`src/rtl/pin_driver_if.sv`:
```
// Pin-driver bundle: tick enable, request/data, readback and fault control in;
// registered pin value, output enable and status out.
interface pin_driver_if;
   logic ena;
   logic req;
   logic din;
   logic pin_in;
   logic clr_fault;
   logic pin_out;
   logic pin_oe;
   logic busy;
   logic fault;

   modport master (
      output ena, req, din, pin_in, clr_fault,
      input  pin_out, pin_oe, busy, fault
   );

   modport slave (
      input  ena, req, din, pin_in, clr_fault,
      output pin_out, pin_oe, busy, fault
   );
endinterface

```
`src/rtl/pin_driver.sv`:
```
// Drives one bidirectional bus pin with hold-after-release, a hi-Z guard before the
// next drive, and readback-based contention detection that releases the pin on a fault.
module pin_driver #(
   parameter int unsigned HOLD_TICKS  = 2,
   parameter int unsigned GUARD_TICKS = 2,
   parameter int unsigned CONT_TICKS  = 3,
   parameter int unsigned CNT_W       = 4
) (
   input logic         clk,
   input logic         reset_n,
   pin_driver_if.slave bus
);

   typedef enum logic [1:0] {HIZ, DRIVE, HOLD, GUARD} state_t;

   localparam logic [CNT_W-1:0] HOLD_LOAD  = (HOLD_TICKS > 0) ? CNT_W'(HOLD_TICKS - 1) : '0;
   localparam logic [CNT_W-1:0] GUARD_LOAD = (GUARD_TICKS > 0) ? CNT_W'(GUARD_TICKS - 1) : '0;
   localparam logic [CNT_W-1:0] CONT_LAST  = CNT_W'(CONT_TICKS - 1);
   localparam state_t           REL_STATE  = (GUARD_TICKS > 0) ? GUARD : HIZ;
   localparam logic             REL_BUSY   = (GUARD_TICKS > 0) ? 1'b1 : 1'b0;

   state_t           state;
   logic [CNT_W-1:0] cnt;
   logic [CNT_W-1:0] mcnt;
   logic             pin_out_q;
   logic             oe_q;
   logic             busy_q;
   logic             fault_q;

   logic rehold;
   logic load;
   logic out_change;
   logic mismatch;
   logic trip;

   // A pin_out update (or re-entry into DRIVE) restarts the mismatch window so that
   // the readback's propagation lag is never mistaken for contention.
   assign rehold     = (state == HOLD) && bus.req;
   assign load       = bus.req && ((state == DRIVE) || (state == HOLD));
   assign out_change = load && (bus.din != pin_out_q);
   assign mismatch   = oe_q && (bus.pin_in != pin_out_q);
   assign trip       = mismatch && (mcnt == CONT_LAST);

   always_ff @(posedge clk or negedge reset_n) begin
      if (!reset_n) begin
         state     <= HIZ;
         cnt       <= '0;
         mcnt      <= '0;
         pin_out_q <= 1'b1;
         oe_q      <= 1'b0;
         busy_q    <= 1'b0;
         fault_q   <= 1'b0;
      end else if (bus.ena) begin
         if (bus.clr_fault) fault_q <= 1'b0;

         if (oe_q) begin
            if (rehold || out_change || !mismatch) mcnt <= '0;
            else                                   mcnt <= mcnt + CNT_W'(1);
         end

         unique case (state)
            HIZ: begin
               if (bus.req && !fault_q) begin
                  state     <= DRIVE;
                  pin_out_q <= bus.din;
                  oe_q      <= 1'b1;
                  busy_q    <= 1'b1;
                  mcnt      <= '0;
               end
            end
            DRIVE: begin
               if (bus.req) begin
                  pin_out_q <= bus.din;
               end else if (HOLD_TICKS > 0) begin
                  state <= HOLD;
                  cnt   <= HOLD_LOAD;
               end else begin
                  state  <= REL_STATE;
                  cnt    <= GUARD_LOAD;
                  oe_q   <= 1'b0;
                  busy_q <= REL_BUSY;
               end
            end
            HOLD: begin
               if (bus.req) begin
                  state     <= DRIVE;
                  pin_out_q <= bus.din;
               end else if (cnt == '0) begin
                  state  <= REL_STATE;
                  cnt    <= GUARD_LOAD;
                  oe_q   <= 1'b0;
                  busy_q <= REL_BUSY;
               end else begin
                  cnt <= cnt - CNT_W'(1);
               end
            end
            GUARD: begin
               if (cnt == '0) begin
                  state  <= HIZ;
                  busy_q <= 1'b0;
               end else begin
                  cnt <= cnt - CNT_W'(1);
               end
            end
            default: state <= HIZ;
         endcase

         // Contention overrides any request/hold transition and a same-tick clear.
         if (trip) begin
            fault_q   <= 1'b1;
            state     <= REL_STATE;
            cnt       <= GUARD_LOAD;
            oe_q      <= 1'b0;
            busy_q    <= REL_BUSY;
            pin_out_q <= pin_out_q;
         end
      end
   end

   assign bus.pin_out = pin_out_q;
   assign bus.pin_oe  = oe_q;
   assign bus.busy    = busy_q;
   assign bus.fault   = fault_q;

endmodule
```
`src/flat_wrapper.sv`:
```
// flat-port wrapper written by rule: the top's interface ports become plain ports
module pin_driver_flat 
#(
   parameter int unsigned HOLD_TICKS  = 2,
   parameter int unsigned GUARD_TICKS = 2,
   parameter int unsigned CONT_TICKS  = 3,
   parameter int unsigned CNT_W       = 4
)
  (clk, reset_n, bus_ena, bus_req, bus_din, bus_pin_in, bus_clr_fault, bus_pin_out, bus_pin_oe, bus_busy, bus_fault);
  pin_driver_if bus_i ();
  input logic clk;
  input logic reset_n;
  input wire logic [$bits(bus_i.ena)-1:0] bus_ena;
  input wire logic [$bits(bus_i.req)-1:0] bus_req;
  input wire logic [$bits(bus_i.din)-1:0] bus_din;
  input wire logic [$bits(bus_i.pin_in)-1:0] bus_pin_in;
  input wire logic [$bits(bus_i.clr_fault)-1:0] bus_clr_fault;
  output wire logic [$bits(bus_i.pin_out)-1:0] bus_pin_out;
  output wire logic [$bits(bus_i.pin_oe)-1:0] bus_pin_oe;
  output wire logic [$bits(bus_i.busy)-1:0] bus_busy;
  output wire logic [$bits(bus_i.fault)-1:0] bus_fault;
  assign bus_i.ena = bus_ena;
  assign bus_i.req = bus_req;
  assign bus_i.din = bus_din;
  assign bus_i.pin_in = bus_pin_in;
  assign bus_i.clr_fault = bus_clr_fault;
  assign bus_pin_out = bus_i.pin_out;
  assign bus_pin_oe = bus_i.pin_oe;
  assign bus_busy = bus_i.busy;
  assign bus_fault = bus_i.fault;
  pin_driver #(.HOLD_TICKS(HOLD_TICKS), .GUARD_TICKS(GUARD_TICKS), .CONT_TICKS(CONT_TICKS), .CNT_W(CNT_W)) u_core (.clk(clk), .reset_n(reset_n), .bus(bus_i));
endmodule
```
`config.mk`:
```
export PLATFORM = sky130hd
export DESIGN_NAME = pin_driver_flat
export DESIGN_NICKNAME = d
export VERILOG_FILES = /design/src/rtl/pin_driver_if.sv /design/src/rtl/pin_driver.sv /design/src/flat_wrapper.sv
export SDC_FILE = /design/constraint.sdc
export NUM_CORES = 1
export LEC_CHECK = 0
export ABC_AREA = 0
export BUFFER_PORTS_ARGS = -buffer_cell sky130_fd_sc_hd__buf_2
export CELL_PAD_IN_SITES_DETAIL_PLACEMENT = 1
export CELL_PAD_IN_SITES_GLOBAL_PLACEMENT = 1
export CORE_ASPECT_RATIO = 1.1
export CORE_MARGIN = 2
export CORE_UTILIZATION = 43
export CTS_CLUSTER_SIZE = 12
export DETAILED_ROUTE_END_ITERATION = 12
export GPL_ROUTABILITY_DRIVEN = 0
export MAX_ROUTING_LAYER = met4
export PLACE_DENSITY_LB_ADDON = 0.1
export SLEW_MARGIN = 20
export SYNTH_ARGS = -nofsm -noshare
export SYNTH_HDL_FRONTEND = slang
export SYNTH_SLANG_ARGS = --single-unit
```
`constraint.sdc`:
```
create_clock -name clk -period 2.2 [get_ports clk]
set_input_delay 0.22 -clock clk [delete_from_list [all_inputs] [get_ports clk]]
set_output_delay 0.22 -clock clk [all_outputs]
set_load 0.02 [all_outputs]
```
* After elaboration in Yosys (flattened, before gate mapping)
Cells that the tools add are included.
Cells by class: $add $sub $neg 2, equality and inequality tests 16, multiplexer cells 31, bitwise operators 1, reductions and logical operators 24
Operators with widths (count):
- 2-to-1 mux 4 bit | 9
- AND reduction 5 bit | 4
- 2-to-1 mux 2 bit | 6
- != test 3 x 2 -> 1 bit, second input constant | 4
- case mux 4 bit (3 select lines) | 1
- 2-to-1 mux 1 bit | 11
- case mux 2 bit (4 select lines) | 1
- logical AND 1 bit | 6
- != test 2 x 1 -> 1 bit, second input constant | 3
- != test 3 x 1 -> 1 bit, second input constant | 2
- AND reduction 6 bit | 1
- adder 4 x 1 -> 4 bit, second input constant | 1
- == test 2 bit, second input constant | 2
- == test 4 x 2 -> 1 bit, second input constant | 1
- zero test 4 bit | 1
- != test 4 x 3 -> 1 bit, second input constant | 1
- case mux 1 bit (2 select lines) | 2
- nonzero test 2 bit | 2
- nonzero test 4 bit | 1
- subtractor 4 x 1 -> 4 bit, second input constant | 1
- logical OR 1 bit | 3
- case mux 1 bit (3 select lines) | 1
- nonzero test 3 bit | 1
- == test 2 x 1 -> 1 bit, second input constant | 1
- 6 further kinds | 8
Storage, ports and cells: bits in registers 14, bits of input ports 7, output and inout port bits 4, word-level logic and storage cells 81

* Logic depth before layout (Yosys ltp)
Gate-level depths: netlist of the first run.
depth after elaboration 10, depth in mapped cells 7, mapped depth without buffers 6

* Worst setup path after synthesis of the first run
Ideal clock, no wire load.
path kind reg-to-reg, start register u_core.cnt[0], end register u_core.state[1], setup time 126 ps, arrival time 1616 ps, required time 2074 ps, path slack 458 ps, stages on the path, launching flop included 7, buffers on the path 0, clock period less this slack 1742 ps, cell sequence dfrtp_1 > inv_1 > ha_1 > or3b_4 > a21bo_2 > a41oi_1 > a311o_1
Between the ends: word-level cells in the longest chain between the ends 3, elaborated cells between the ends (all ways) 4, those cells by class 2 x eq/ne; 2 x reduce/logical
Ends and longest elaborated chain:
- start: declaration | line pin_driver.sv:23 | logic [CNT_W-1:0] cnt;
- start signal: assignment | line pin_driver.sv:94 | cnt <= cnt - CNT_W'(1);
- start signal: assignment | line pin_driver.sv:102 | cnt <= cnt - CNT_W'(1);
- zero test 4 bit (*) | line pin_driver.sv:88, pin_driver.sv:98
- != test 4 x 3 -> 1 bit (no line) or != test 3 x 1 -> 1 bit (tied branches)
- AND reduction 5 bit (no line) (*)
- end signal: assignment | line pin_driver.sv:86 | state <= DRIVE;
- end signal: assignment | line pin_driver.sv:89 | state <= REL_STATE;
- end signal: assignment | line pin_driver.sv:99 | state <= HIZ;
- end: declaration | line pin_driver.sv:22 | state_t state;
Mark *: on every way between the ends. The rest lies on a longest branch, timed or not. A chain may end at the register's enable or synchronous reset.

* Worst setup path after layout of the first run
start register u_core.state[0], end register u_core.state[1]
Between the ends: word-level cells in the longest chain between the ends 3, elaborated cells between the ends (all ways) 11, those cells by class 7 x eq/ne; 2 x mux; 2 x reduce/logical
Ends and longest elaborated chain:
- start signal: assignment | line pin_driver.sv:46 | state <= HIZ;
- start signal: assignment | line pin_driver.sv:64 | state <= DRIVE;
- start signal: assignment | line pin_driver.sv:75 | state <= HOLD;
- == test 2 bit (tied with other cells) | line pin_driver.sv:61 | unique case (state)
- != test 4 x 3 -> 1 bit (no line) (tied with other cells)
- AND reduction 5 bit (no line) or 2-to-1 mux 2 bit (tied branches)
Several ways; a longest one is shown, not always the timed one.

==> impl_metrics.toml, run 1 <==
[finish]
nNetsFinal = 139
layout_common_cells = "13 x inv_1, 13 x dfrtp_1, 10 x buf_2"
drive_gt1_frac = 0.163
antenna_cells = 0
syn_to_final_growth_pct = 11.3
design_area_um2 = 1120

[routing]
vias_per_cell = 5.77
wl_per_cell_um = 16.3
ant_nets = 0
drt-pass1-iter-count = 4
vias = 883
wl_mm = 2.50
drt_iter0_markers = 11
drc = 0

[synthesis]
synth_warnings = 0
syn_avg_cell_area_um2 = 9.04
synthCells = 111
synth_cell_types = 41
ys_ff_latch = 14
synth-main-ff-cell = "dfrtp_1"
syn_nets = 126
synth-edff-count = 0
syn-cell-area_um2 = 1000
synthArstFlopShare = 1.00
seq_area_frac_synth = 0.350

[placed_design]
hpwl_mm = 1.85
placed_area_um2 = 1080
portBuffers = 10

[floorplan]
ios = 11
core_um2 = 2230
fp-row-count = 18
start_util = 0.450
die_area_um2 = 2740
chipWidth_um = 50.1
die_y_um = 54.7

[sta]
rsz0062_at_grt = "no"
slew_headroom = 0.670
fin_crit_ns = 1.91
fin_skew_ns = 0.00492
hold_viol_final = 0
fmax_mhz = 523
finalCritPeriodShare = 0.869
setup_viol = 0
tightest_slew_ns = 0.490
finalMaxSlewViolations = 0
finalSetupTns_ns = 0

[power]
leakagePower_nw = 0.526
irDropWorstVdd_mv = 0.712
powerDensity_nw_per_um2 = 1340

[grt]
grt_pass1_wl_mm = 4.10
gr-total-overflow = 0
grt_pass1_vias = 884
antenna_found_initial = 0
grt_max_degree = 15
grt_usage = 0.208

[worst_setup_path]
cp_slowest_cell = "dfrtp_1"
max_stage_delay_ns = 0.43
cp.arrival_ns = 2.08
crit_type = "flop to flop"
crit_chain = "inv_1, ha_1, nand2b_1, a21bo_2, and3_1, a311o_1"
reg2reg_setup_slack_ns = 0.29
endpoint_kind = "flop"
worstSetupStartpointType = "flop"
path_delay_family = "compound AO/OA/AOI/OAI gates"
crit_required_ns = 2.37
cp_max_fo = 9
critPathBufInv = 1

[run]
maxCapViolCount = 0

[cts]
clk_transition_reported_paths_ns = 0.09
cts.sinks = 14
clockRootBuffer = "clkbuf_4"
cts-buffers-inserted = 3
cts_buffer_depth = 2
post-cts-setup-buffer-count = 0
clk_latency_ns = 0.28
htree_levels = 1
cts_tree = "yes"

[status]
outcome = "complete, no violations"

[min_path]
worstHoldPathType = "input port to flop"
[registers in the layout, indices dropped and copies added (netlist names)]
signal	flops
u_core.cnt	4
u_core.mcnt	4
u_core.state	2
u_core.bus.busy	1
u_core.bus.fault	1
u_core.bus.pin_oe	1
u_core.bus.pin_out	1
[layout make-up]
type,instances,area (µm²)
tap,30,37.5
inverter,13,48.8
timing repair buffer,12,67.6
fill,269,1110
multi-input combinational,80,586
sequential,14,352
clock buffer,4,26.3
[final timing paths]
check,from,endpoint,depth (start not counted)
worst max-delay path,u_core.state[0],u_core.state[1],6
worst min-delay path,bus_din,u_core.bus.pin_out,2
worst max register to register,u_core.state[0],u_core.state[1],6
worst min register to register,u_core.mcnt[3],u_core.mcnt[3],2
max in group asynchronous,reset_n,u_core.bus.pin_out,2
min in group asynchronous,reset_n,u_core.mcnt[1],2
[cells by family (layout without fill, tap and decap cells)]
| logic type | count (synthesis) | count (layout) | share of synthesized area |
|---|---|---|---|
| AND/OR/NAND/NOR | 34 | 34 | 0.197 |
| AO/OA/AOI/OAI | 32 | 32 | 0.229 |
| buffers and inverters | 17 | 29 | 0.0661 |
| flip-flops | 14 | 14 | 0.350 |
| adder cells (fa/ha/maj) | 8 | 8 | 0.0998 |
| XOR/XNOR | 3 | 3 | 0.0262 |
| multiplexers | 3 | 3 | 0.0312 |
[Yosys cell counts (2+ instances only)]
cell       n  area share
dfrtp_1   13        0.32
inv_1     13       0.049
ha_1       8        0.10
nand2_1    8       0.030
a21oi_1    7       0.035
o21ai_0    6       0.030
nand4_1    4       0.025
o211ai_1   4       0.030
a21o_1     3       0.022
nand2b_1   3       0.019
nand3_1    3       0.015
nor3_1     3       0.015
xor2_1     3       0.026
clkbuf_1   2      0.0075
mux2i_1    2       0.020
nor2_1     2      0.0075
o211a_1    2       0.020
o221ai_1   2       0.017
[repair_timing]
action / in CTS / in global routing
endpoints found under the hold margin: 13 / 0
resized for setup: 0 / 0
hold buffers: 1 / 0
[layer usage]
layer | global-route usage | part of all wire | routed length [µm] | vias up
li1 | - | - | - | 433
met1 | 0.243 | 0.47 | 1180 | 440
met3 | 0.0355 | 0.021 | 52 | 2
met4 | 0.0787 | 0.0052 | 13 | 0
met2 | 0.362 | 0.50 | 1260 | 8
met5 | - | 0 | 0 | -
[metrics by stage]
step                total power, mW  instances  setup WS [ns]  utilization  hold WS [ns]
detailed placement             1.34        148          0.300        0.485         0.140
global route                   1.64        153          0.122        0.501         0.209
finish                         1.50        153          0.288        0.501         0.202
CTS                            1.51        153          0.279        0.501         0.195
global placement               1.30        148          0.405        0.485         0.143
floorplan                      1.11        111          0.458            -       -0.0756
[where the power goes]
group,internal [mW],switching (mW),total (mW)
sequential,0.372,0.121,0.493
combinational,0.366,0.477,0.843
clock,0.0703,0.0911,0.161
(Power assumes the default switching activity.)
==> inputs of run 2 (changes only) <==
--- a/config.mk
+++ b/config.mk
@@ -17,6 +17,7 @@
 export GPL_ROUTABILITY_DRIVEN = 0
 export MAX_ROUTING_LAYER = met4
 export PLACE_DENSITY_LB_ADDON = 0.1
+export REMOVE_ABC_BUFFERS = 1
 export SLEW_MARGIN = 20
 export SYNTH_ARGS = -nofsm -noshare
 export SYNTH_HDL_FRONTEND = slang
==> impl_metrics.toml, run 2 (synthesis gave the netlist of run 1 again) <==
[floorplan]
die_y_um = 54.7
die_area_um2 = 2740
fp-row-count = 18
ios = 11
start_util = 0.450
core_um2 = 2230
chipWidth_um = 50.1

[sta]
whs_ns = 0.200
tightest_slew_ns = 0.472
fin_skew_ns = 0.000792
finalSetupTns_ns = 0
rsz0062_at_grt = "no"
finalCritPeriodShare = 0.866
fin_crit_ns = 1.90
setup_viol = 0
finalMaxSlewViolations = 0
slew_headroom = 0.682
setup_slack_ns = 0.295
hold_viol_final = 0
fmax_mhz = 525

[worst_setup_path]
reg2reg_setup_slack_ns = 0.30
cp.arrival_ns = 2.08
worstSetupStartpointType = "flop"
endpoint_kind = "flop"
crit_chain = "inv_1, ha_1, or3b_4, a21bo_2, a41oi_1, a311o_1"
cp_slowest_cell = "or3b_4"
cp_max_fo = 5
max_stage_delay_ns = 0.41
crit_type = "flop to flop"
crit_required_ns = 2.37

[cts]
cts-resized-gates = 0
clk_latency_ns = 0.28
clockRootBuffer = "clkbuf_4"
clk_transition_reported_paths_ns = 0.09
cts_tree = "yes"
cts_buffer_depth = 2
htree_levels = 1
cts.sinks = 14
cts-buffers-inserted = 3

[finish]
regArea_um2 = 352
fill_cells = 268
design_area_um2 = 1120
fin_cells = 153
antenna_cells = 0
syn_to_final_growth_pct = 11.3
nNetsFinal = 139
top_regs = "u_core.cnt x4, u_core.mcnt x4, u_core.state x2"
drive_gt1_frac = 0.163
layout_common_cells = "13 x inv_1, 13 x dfrtp_1, 10 x buf_2"
multi_input_area_um2 = 586

[routing]
ant_nets = 0
drc = 0
drt-pass1-iter-count = 4
wl_mm = 2.48
vias_per_cell = 5.84
wl_per_cell_um = 16.2
vias = 893
drt_iter0_markers = 19

[placed_design]
pre_cts_slack_ns = 0.321
dp_cells = 148
hpwl_mm = 1.84
portBuffers = 10
placed_area_um2 = 1080

[power]
sw_frac_of_total = 0.461
powerDensity_nw_per_um2 = 1340
irDropWorstVdd_mv = 0.755
power_switching_mw = 0.690
clockPowerShare = 0.106
power_frac_comb = 0.562
p_seq_frac = 0.332
internal_power_mw = 0.808
leakagePower_nw = 0.526

[grt]
grt_pass1_wl_mm = 4.03
gr-total-overflow = 0
grt_pass1_vias = 843
grt_max_degree = 15
grt_usage = 0.206
antenna_found_initial = 0

[min_path]
worstHoldPathType = "input port to flop"

[run]
maxCapViolCount = 0

[status]
outcome = "complete, no violations"
[run 2: cell counts in the layout (fill, tap and decap cells not counted)]
No cell type changed its count.
[run 2: layout make-up]
| class | count | share of cell area |
|---|---|---|
| clock buffers | 4 | 0.0235 |
| flip-flops and latches | 14 | 0.315 |
| multi-input cells | 80 | 0.524 |
| well taps | 30 | 0.0336 |
| repair buffers | 12 | 0.0605 |
| inverters | 13 | 0.0437 |
[run 2: repair_timing]
item / CTS / global route
hold endpoints to repair: 13 / 0
setup buffers: 0 / 0
hold buffers: 1 / 0
[run 2: metal layers]
metal,up-vias,share of wire,track usage
li1,427,-,-
met1,449,0.47,0.256
met2,13,0.49,0.336
met3,4,0.025,0.0328
met4,0,0.013,0.0880
met5,-,0,-
[run 2: metrics by stage]
step | power (mW) | util
floorplan | 1.10 | -
global placement | 1.30 | 0.485
detailed placement | 1.34 | 0.485
CTS | 1.51 | 0.501
global route | 1.63 | 0.501
finish | 1.50 | 0.501
[run 2: final timing paths]
check / from / end / cells after the start
setup / recovery: u_core.cnt[0] / u_core.state[1] / 6
hold / removal: bus_din / u_core.bus.pin_out / 2
setup reg to reg: u_core.cnt[0] / u_core.state[1] / 6
max in group asynchronous: reset_n / u_core.bus.pin_out / 2
min in group asynchronous: reset_n / u_core.mcnt[0] / 2
hold reg to reg: u_core.mcnt[3] / u_core.mcnt[3] / 2
[run 2: power by group through the flow]
stage | sequential (mW) | combinational [mW] | clock (mW)
4_1_cts | 0.495 | 0.846 | 0.164
3_5_place_dp | 0.500 | 0.840 | 0
6_report | 0.497 | 0.842 | 0.159
5_1_grt | 0.518 | 0.943 | 0.174
2_1_floorplan | 0.512 | 0.592 | 0
3_3_place_gp | 0.491 | 0.808 | 0
[run 2: critical path: cells and delay by family (launching register included)]
kind / cells / cell delay (ns)
fa+ha+maj: 1 / 0.19
flops: 1 / 0.40
simple gates: 1 / 0.41
compound gates: 3 / 0.67
buf+inv: 1 / 0.14
